==> src/rtl/imem_loader_if.sv <==
// rtl/imem_loader_if.sv - byte-stream and memory-write bundle for imem_loader
//
// Purpose: groups the loader's two handshake/bus paths into a single port.
//   Byte stream (valid/ready):
//     byte_valid  upstream -> loader   byte_in carries a byte this cycle
//     byte_in     upstream -> loader   8-bit stream byte
//     byte_ready  loader -> upstream   loader can accept a byte this cycle
//   Instruction-memory write port:
//     mem_wEn     loader -> memory     write enable, one cycle per word
//     mem_addr    loader -> memory     word address, ADDRESS_WIDTH bits
//     mem_dataIn  loader -> memory     write data, DATA_WIDTH bits
// Modports: master = the loader, slave = the byte source / memory side.

interface imem_loader_if #(
  parameter int DATA_WIDTH    = 32,
  parameter int ADDRESS_WIDTH = 12
);

  logic                     byte_valid;
  logic [7:0]               byte_in;
  logic                     byte_ready;
  logic                     mem_wEn;
  logic [ADDRESS_WIDTH-1:0] mem_addr;
  logic [DATA_WIDTH-1:0]    mem_dataIn;

  modport master (
    input  byte_valid,
    input  byte_in,
    output byte_ready,
    output mem_wEn,
    output mem_addr,
    output mem_dataIn
  );

  modport slave (
    output byte_valid,
    output byte_in,
    input  byte_ready,
    input  mem_wEn,
    input  mem_addr,
    input  mem_dataIn
  );

endinterface

==> src/rtl/imem_loader.sv <==
// rtl/imem_loader.sv - boot-time byte-stream instruction-memory loader
//
// Purpose: receives a 2-byte little-endian word count N followed by N*4
// little-endian data bytes, and writes the assembled words to instruction
// memory from address 0 upward while holding the CPU.
// Ports:
//   clk           system clock, all logic on posedge
//   reset         synchronous, active-high
//   start         single-cycle pulse arming a load (honoured in IDLE/DONE/ERR)
//   bus           imem_loader_if.master: byte stream in, memory write port out
//   cpu_hold      high while a load is in progress or after a bad header
//   done          level, last load completed successfully
//   error         level, last load aborted on a bad length
//   words_loaded  words written in the current or last load

module imem_loader #(
  parameter int DATA_WIDTH    = 32,
  parameter int ADDRESS_WIDTH = 12,
  parameter int DEPTH         = 4096
) (
  input  logic                   clk,
  input  logic                   reset,
  input  logic                   start,
  imem_loader_if.master          bus,
  output logic                   cpu_hold,
  output logic                   done,
  output logic                   error,
  output logic [ADDRESS_WIDTH:0] words_loaded
);

  localparam logic [2:0] ST_IDLE   = 3'd0;
  localparam logic [2:0] ST_LEN_LO = 3'd1;
  localparam logic [2:0] ST_LEN_HI = 3'd2;
  localparam logic [2:0] ST_DATA   = 3'd3;
  localparam logic [2:0] ST_WRITE  = 3'd4;
  localparam logic [2:0] ST_DONE   = 3'd5;
  localparam logic [2:0] ST_ERR    = 3'd6;

  // Header lengths are compared in 17 bits so DEPTH=65536 would still fit.
  localparam logic [16:0] DEPTH_LIM = 17'(DEPTH);

  logic [2:0]               state;
  logic [2:0]               state_nxt;
  logic [15:0]              len;
  logic [1:0]               byte_idx;
  // Lanes 0..2 of the word being assembled; lane 3 arrives with the write.
  logic [23:0]              word_buf;
  logic                     mem_wen_q;
  logic [ADDRESS_WIDTH-1:0] mem_addr_q;
  logic [DATA_WIDTH-1:0]    mem_data_q;

  logic                     byte_ready_c;
  logic                     accept;
  logic [15:0]              hdr_len;
  logic                     len_bad;
  logic                     last_word;
  logic                     hold_nxt;

  assign byte_ready_c = (state == ST_LEN_LO) || (state == ST_LEN_HI) ||
                        (state == ST_DATA);
  assign accept       = bus.byte_valid && byte_ready_c;

  // Full length as it would be once the high byte in flight is captured.
  assign hdr_len   = {bus.byte_in, len[7:0]};
  assign len_bad   = (hdr_len == 16'd0) || (17'(hdr_len) > DEPTH_LIM);

  // Evaluated in WRITE, before words_loaded counts the word being written.
  assign last_word = (17'(words_loaded) + 17'd1) == 17'(len);

  assign bus.byte_ready = byte_ready_c;
  assign bus.mem_wEn    = mem_wen_q;
  assign bus.mem_addr   = mem_addr_q;
  assign bus.mem_dataIn = mem_data_q;

  always_comb begin
    state_nxt = state;
    case (state)
      ST_IDLE, ST_DONE, ST_ERR: begin
        if (start) state_nxt = ST_LEN_LO;
      end
      ST_LEN_LO: begin
        if (accept) state_nxt = ST_LEN_HI;
      end
      ST_LEN_HI: begin
        if (accept) state_nxt = len_bad ? ST_ERR : ST_DATA;
      end
      ST_DATA: begin
        if (accept && (byte_idx == 2'd3)) state_nxt = ST_WRITE;
      end
      ST_WRITE: begin
        state_nxt = last_word ? ST_DONE : ST_DATA;
      end
      default: state_nxt = ST_IDLE;
    endcase
  end

  // The CPU is released only when idle or after a successful load; a bad
  // header keeps it held so it never runs a partially loaded image.
  assign hold_nxt = (state_nxt != ST_IDLE) && (state_nxt != ST_DONE);

  always_ff @(posedge clk) begin
    if (reset) begin
      state        <= ST_IDLE;
      len          <= '0;
      byte_idx     <= '0;
      word_buf     <= '0;
      mem_wen_q    <= 1'b0;
      mem_addr_q   <= '0;
      mem_data_q   <= '0;
      cpu_hold     <= 1'b0;
      done         <= 1'b0;
      error        <= 1'b0;
      words_loaded <= '0;
    end else begin
      state     <= state_nxt;
      // Status outputs are registered from the next state so they change on
      // the same edge as the state itself.
      mem_wen_q <= (state_nxt == ST_WRITE);
      cpu_hold  <= hold_nxt;
      done      <= (state_nxt == ST_DONE);
      error     <= (state_nxt == ST_ERR);

      case (state)
        ST_IDLE, ST_DONE, ST_ERR: begin
          if (start) words_loaded <= '0;
        end
        ST_LEN_LO: begin
          if (accept) len[7:0] <= bus.byte_in;
        end
        ST_LEN_HI: begin
          if (accept) begin
            len[15:8]  <= bus.byte_in;
            mem_addr_q <= '0;
            byte_idx   <= '0;
          end
        end
        ST_DATA: begin
          if (accept) begin
            case (byte_idx)
              2'd0:    word_buf[7:0]   <= bus.byte_in;
              2'd1:    word_buf[15:8]  <= bus.byte_in;
              2'd2:    word_buf[23:16] <= bus.byte_in;
              default: mem_data_q      <= {bus.byte_in, word_buf};
            endcase
            byte_idx <= byte_idx + 2'd1;
          end
        end
        ST_WRITE: begin
          words_loaded <= words_loaded + (ADDRESS_WIDTH+1)'(1);
          // Address advances only when another word follows, so it stops
          // at len-1 and can never wrap.
          if (!last_word) mem_addr_q <= mem_addr_q + ADDRESS_WIDTH'(1);
        end
        default: ;
      endcase
    end
  end

endmodule

==> src/flat_wrapper.sv <==
// flat-port wrapper written by rule: the top's interface ports become plain ports
module imem_loader_flat 
#(
  parameter int DATA_WIDTH    = 32,
  parameter int ADDRESS_WIDTH = 12,
  parameter int DEPTH         = 4096
)
  (clk, reset, start, cpu_hold, done, error, words_loaded, bus_byte_valid, bus_byte_in, bus_byte_ready, bus_mem_wEn, bus_mem_addr, bus_mem_dataIn);
  imem_loader_if #(.DATA_WIDTH(DATA_WIDTH), .ADDRESS_WIDTH(ADDRESS_WIDTH)) bus_i ();
  input  logic clk;
  input  logic reset;
  input  logic start;
  output logic cpu_hold;
  output logic done;
  output logic error;
  output logic [ADDRESS_WIDTH:0] words_loaded;
  input wire logic [$bits(bus_i.byte_valid)-1:0] bus_byte_valid;
  input wire logic [$bits(bus_i.byte_in)-1:0] bus_byte_in;
  output wire logic [$bits(bus_i.byte_ready)-1:0] bus_byte_ready;
  output wire logic [$bits(bus_i.mem_wEn)-1:0] bus_mem_wEn;
  output wire logic [$bits(bus_i.mem_addr)-1:0] bus_mem_addr;
  output wire logic [$bits(bus_i.mem_dataIn)-1:0] bus_mem_dataIn;
  assign bus_i.byte_valid = bus_byte_valid;
  assign bus_i.byte_in = bus_byte_in;
  assign bus_byte_ready = bus_i.byte_ready;
  assign bus_mem_wEn = bus_i.mem_wEn;
  assign bus_mem_addr = bus_i.mem_addr;
  assign bus_mem_dataIn = bus_i.mem_dataIn;
  imem_loader #(.DATA_WIDTH(DATA_WIDTH), .ADDRESS_WIDTH(ADDRESS_WIDTH), .DEPTH(DEPTH)) u_core (.clk(clk), .reset(reset), .start(start), .bus(bus_i), .cpu_hold(cpu_hold), .done(done), .error(error), .words_loaded(words_loaded));
endmodule
==> config.mk <==
export PLATFORM = sky130hd
export DESIGN_NAME = imem_loader_flat
export DESIGN_NICKNAME = d
export VERILOG_FILES = /design/src/rtl/imem_loader_if.sv /design/src/rtl/imem_loader.sv /design/src/flat_wrapper.sv
export SDC_FILE = /design/constraint.sdc
export NUM_CORES = 1
export LEC_CHECK = 0
export BUFFER_PORTS_ARGS = -buffer_cell sky130_fd_sc_hd__clkbuf_2
export CORE_AREA = 5 5 136 99
export CTS_BUF_LIST = sky130_fd_sc_hd__clkbuf_8
export CTS_CLUSTER_DIAMETER = 60
export DETAILED_ROUTE_END_ITERATION = 6
export DIE_AREA = 0 0 141 104
export MAX_ROUTING_LAYER = met4
export PLACE_DENSITY_LB_ADDON = 0.15
export SETUP_SLACK_MARGIN = 0.02
export SKIP_CTS_REPAIR_TIMING = 1
export SLEW_MARGIN = 20
export SYNTH_ARGS = -nofsm -noshare
export SYNTH_HDL_FRONTEND = slang
export SYNTH_SLANG_ARGS = --single-unit
==> constraint.sdc <==
create_clock -name clk -period 6.1 [get_ports clk]
set_input_delay 0.915 -clock clk [delete_from_list [all_inputs] [get_ports clk]]
set_output_delay 0.915 -clock clk [all_outputs]
set_load 0.01 [all_outputs]
Yosys cells after proc, flatten, opt, wreduce, memory -nomap -nowiden

Cells that the tools add are included.

Add/subtract/negate cells: 4
Bitwise operators: 1
Multiplexer cells: 15
Magnitude comparators: 1
Eq/ne operators: 18
Reduce and logical (&&, ||, !) cells: 24

Operators by type and width:

| cell                    | count |
|---|---|
| $pmux W13 S2            | 1 |
| $mux W12                | 2 |
| $pmux W12 S2            | 1 |
| $eq A3 B3 Y1 const B    | 6 |
| $mux W3                 | 6 |
| $reduce_and A3 Y1       | 6 |
| $eq A17 B16 Y1          | 1 |
| $gt A16 B13 Y1 const B  | 1 |
| $logic_not A16 Y1       | 1 |
| $pmux W3 S5             | 1 |
| $add A13 B1 Y14 const B | 1 |
| $add A13 B1 Y13 const B | 1 |
| $mux W13                | 1 |
| $add A12 B1 Y12 const B | 1 |
| $eq A3 B2 Y1 const B    | 2 |
| $reduce_and A2 Y1       | 3 |
| $reduce_bool A2 Y1      | 3 |
| $reduce_or A3 Y1        | 2 |
| $eq A2 B2 Y1 const B    | 2 |
| $mux W2                 | 2 |
| $ne A2 B1 Y1 const B    | 2 |
| $ne A2 B2 Y1 const B    | 2 |
| $pmux W2 S2             | 1 |
| $eq A3 B1 Y1 const B    | 1 |
| other kinds (9)         | 13 |

Output and inout port bits: 62
Flip-flop bits (word level): 106

Depth between registers and ports, before layout

Word-level depth: 9
Depth in mapped cells: 9
Depth with buffers taken out: 8

Worst setup path after synthesis

No wires, ideal clock.

Kind: reg-to-reg
Start: register u_core.words_loaded[0]
End: register u_core.mem_addr_q[4], in the netlist u_core.bus.mem_addr[4]
Library setup time: 70 ps
Period minus slack after synthesis: 2589 ps
Setup slack: 3511 ps
Required time: 6030 ps
Cell stages (with the launch flop): 10
Arrival: 2519 ps
Path buffers: 1
Cells stage by stage: dfxtp_1 ha_1 nand3_2 or4_4 a21oi_2 nor2_1 and3b_1 buf_6 or4_1 a21oi_1

Word-level cells in the longest chain between the ends: 4

Ends and longest elaborated chain:

| element                     | RTL line           | RTL |
|---|---|---|
| from (decl)                 | imem_loader.sv:28  | `output logic [ADDRESS_WIDTH:0] words_loaded` |
| from (signal assigned)      | imem_loader.sv:149 | `words_loaded <= words_loaded + (ADDRESS_WIDTH+1)'(1);` |
| $add A13 B1 Y14             | imem_loader.sv:68  | `assign last_word = (17'(words_loaded) + 17'd1) == 17'(len);` |
| $eq A17 B16 Y1              | imem_loader.sv:68  |  |
| $ne A2 B2 Y1 (no line)      | n/a                |  |
| $reduce_and A3 Y1 (no line) | n/a                |  |
| to (signal assigned)        | imem_loader.sv:152 | `if (!last_word) mem_addr_q <= mem_addr_q + ADDRESS_WIDTH'(1);` |
| to (decl)                   | imem_loader.sv:49  | `logic [ADDRESS_WIDTH-1:0] mem_addr_q;` |

No other way between the ends.
A chain may end at the register's enable or synchronous reset.

Worst setup path after layout

Ends and elaborated chain as after synthesis.

==> results.toml <==
[cts]
cts_buffers = 9
worstSkewPairLatency_ps = 380
root_buffer = "clkbuf_8"
cts.sinks = 106
htree_num_levels = 3
cts_tree = "done"
cts.path.max_buffers = 2
clk_pin_slew_ps = 90

[sta]
setup_viol = 0
rsz0062_at_grt = "false"
fmax_mhz = 335
final.setup.tns_ps = 0
slew_headroom_pct = 43.4
fin_crit_ps = 2980
min_period_over_period_pct = 48.9
tightest_slew_ps = 847
drv_slew = 0
hold_viol = 0
skew_ps = 12.3

[setup_path]
worstSetupStartpointType = "flip-flop"
ff2ff_setup_slack_ps = 3120
required_ps = 6400
critPathMaxStageDelay_ps = 570
slowest_stage = "or4_4"
r2r-start = "u_core.words_loaded[0]$_SDFFE_PP0P_"
worstPathArrival_ps = 3280
cpLargestDelayFamily = "simple AND/OR/NAND/NOR gates"
critPathMaxFanout = 11
crit_chain = "ha_1, nand3_2, or4_4, a21oi_2, nor2_1, and3b_1, or4_1, a21oi_1"
reg2reg_depth = 8
end_kind = "flip-flop"
crit_buf_inv = 0
r2r-end = "u_core.bus.mem_addr[4]$_SDFFE_PP0P_"
criticalPathCategory = "flip-flop to flip-flop"

[die]
io_pins = 74
die_x_microns = 141
num_rows = 34
core_area_sq_um = 12100
start_util_pct = 40.0
dieArea_sq_um = 14700
die_h_microns = 104

[place]
dpl_cell_area_sq_um = 5280
io_buffers = 73
dpl.hpwl_microns = 8900
gp_congestion = 0.851

[detailed_routing]
final_antenna_net_count = 0
drt_iter0_drc = 352
via_per_inst = 5.36
drt_wl_total_microns = 12700
drc = 0
drtPass1Iterations = 5
vias = 4419
routedWlPerCell_microns = 15.4

[finish]
area_growth_pct = 13.1
drive_gt1_share_pct = 15.9
diodes = 0
design_area_sq_um = 5470
nets = 675

[yosys]
syn_nets = 627
synthArstFlopShare_pct = 0
yosys_warnings = 0
postSynthAreaPerCell_sq_um = 7.94
yosysUniqueCellTypes = 59
synth.most_common_cell = "nand2_1"
synth_top_area_share_pct = 43.9
synth_commonest_cells = "124 x nand2_1, 106 x dfxtp_1, 92 x a21oi_1"
synth_seq_cells = 106
synth_largest_area_cell = "dfxtp_1"
synthTopCellsByArea = "dfxtp_1 44%, nand2_1 9.6%, a21oi_1 9.5%, nand3_1 4.0%, mux2i_1 2.7%"
netlist_instances = 609
synth-edff-count = 0
syn_area_sq_um = 4840
ys.flop_type = "dfxtp_1"
seq_area_frac_synth_pct = 43.9

[flow_run]
cap_violations = 0

[global_routing]
grt_use_total_pct = 17.7
grt_pass1_wl_microns = 21000
grt_antenna_before_repair = 0
gr-total-overflow = 0
grt_pass1_vias = 4080
grt_max_degree = 58

[pwr]
ir_drop_mv = 0.112
p_leak_nw = 1.99
pwr_density_cell_nw_per_um2 = 227

[min_path]
hp-start = "u_core.bus.mem_dataIn[16]$_SDFFE_PP0P_"
hold_depth = 2
hold_path.class = "flip-flop to flip-flop"
whs_endpoint = "u_core.bus.mem_dataIn[16]$_SDFFE_PP0P_"

[run_status]
status = "complete, no violations"
[worst max-delay path by stage]
stage,from,endpoint,cells after the start
floorplan,u_core.words_loaded[0]$_SDFFE_PP0P_,u_core.bus.mem_addr[4]$_SDFFE_PP0P_,9
global placement,bus_byte_valid,u_core.cpu_hold$_SDFF_PP0_,9
detailed placement,bus_byte_valid,u_core.cpu_hold$_SDFF_PP0_,9
CTS,bus_byte_valid,u_core.cpu_hold$_SDFF_PP0_,9
global route,u_core.words_loaded[5]$_SDFFE_PP0P_,u_core.bus.mem_wEn$_SDFF_PP0_,7
finish,u_core.words_loaded[0]$_SDFFE_PP0P_,u_core.bus.mem_addr[4]$_SDFFE_PP0P_,8
[through the flow]
step	setup slack (ps)	std cells	hold slack, ps	power, mW	utilization (%)
floorplan	3510	609	432	0.790	-
global placement	2830	808	443	0.820	43.7
detailed placement	2740	808	446	0.821	43.7
CTS	3140	824	461	1.26	45.3
global route	2840	824	476	1.30	45.3
finish	3120	824	458	1.24	45.3
[power by group]
part | switching, mW | internal (mW) | total, mW | leakage [nW]
Clock | 0.245 | 0.190 | 0.435 | 0.101
Combinational | 0.0627 | 0.0325 | 0.0952 | 1.03
Sequential | 0.0111 | 0.700 | 0.711 | 0.855
Total | 0.319 | 0.922 | 1.24 | 1.99
[layer usage]
metal | global-route usage (%) | up-vias | part of all wire [%] | routed length [microns]
met1 | 25.8 | 2085 | 51 | 6500
met3 | 4.04 | 16 | 4.6 | 587
met5 | - | - | 0 | 0
met4 | 4.08 | 0 | 1.3 | 163
met2 | 24.9 | 97 | 43 | 5460
li1 | - | 2221 | - | -
[layout make-up]
class | count | area, sq um
Tap cell | 162 | 203
Sequential cell | 106 | 2120
Timing Repair Buffer | 78 | 403
Clock inverter | 7 | 68.8
Inverter | 10 | 37.5
Fill cell | 1269 | 6610
Clock buffer | 9 | 124
Multi-Input combinational cell | 452 | 2510
[placed cells by master, fill, tap and decap left out, types with 6 or more instances in the layout]
cell,instances
a211oi_1,8
a21oi_1,92
and3_1,6
clkbuf_2,72
clkbuf_8,9
dfxtp_1,106
ha_1,6
inv_1,11
mux2i_1,13
nand2_1,123
nand3_1,39
nand4_1,6
nor2_1,33
nor3_1,11
o21ai_0,16
or3_1,8
or4_1,6
xnor2_1,7
xor2_1,10
[kinds of logic after synthesis]
family	Yosys count	share of synthesized area [%]
simple gates	265	26.0
compound gates	150	18.1
mux	13	2.69
buf+inv	51	4.22
fa+ha+maj	6	1.55
xor+xnor	18	3.57
flops	106	43.9
[worst reg2reg max path: stages (launching register included)]
cell and delay (ps):
dfxtp_1 500, ha_1 310, nand3_2 210, or4_4 570, a21oi_2 250, nor2_1 100, and3b_1 310, or4_1 520
a21oi_1 150
[registers in the layout, indices dropped and copies added (netlist names)]
| signal | cells |
|---|---|
| u_core.cpu_hold | 1 |
| u_core.len | 16 |
| u_core.byte_idx | 2 |
| u_core.word_buf | 24 |
| u_core.bus.mem_addr | 12 |
| u_core.bus.mem_dataIn | 32 |
| u_core.state | 3 |
| u_core.words_loaded | 13 |
| u_core.bus.mem_wEn | 1 |
| u_core.error | 1 |
| u_core.done | 1 |
Power figures use the tool's default switching activity.
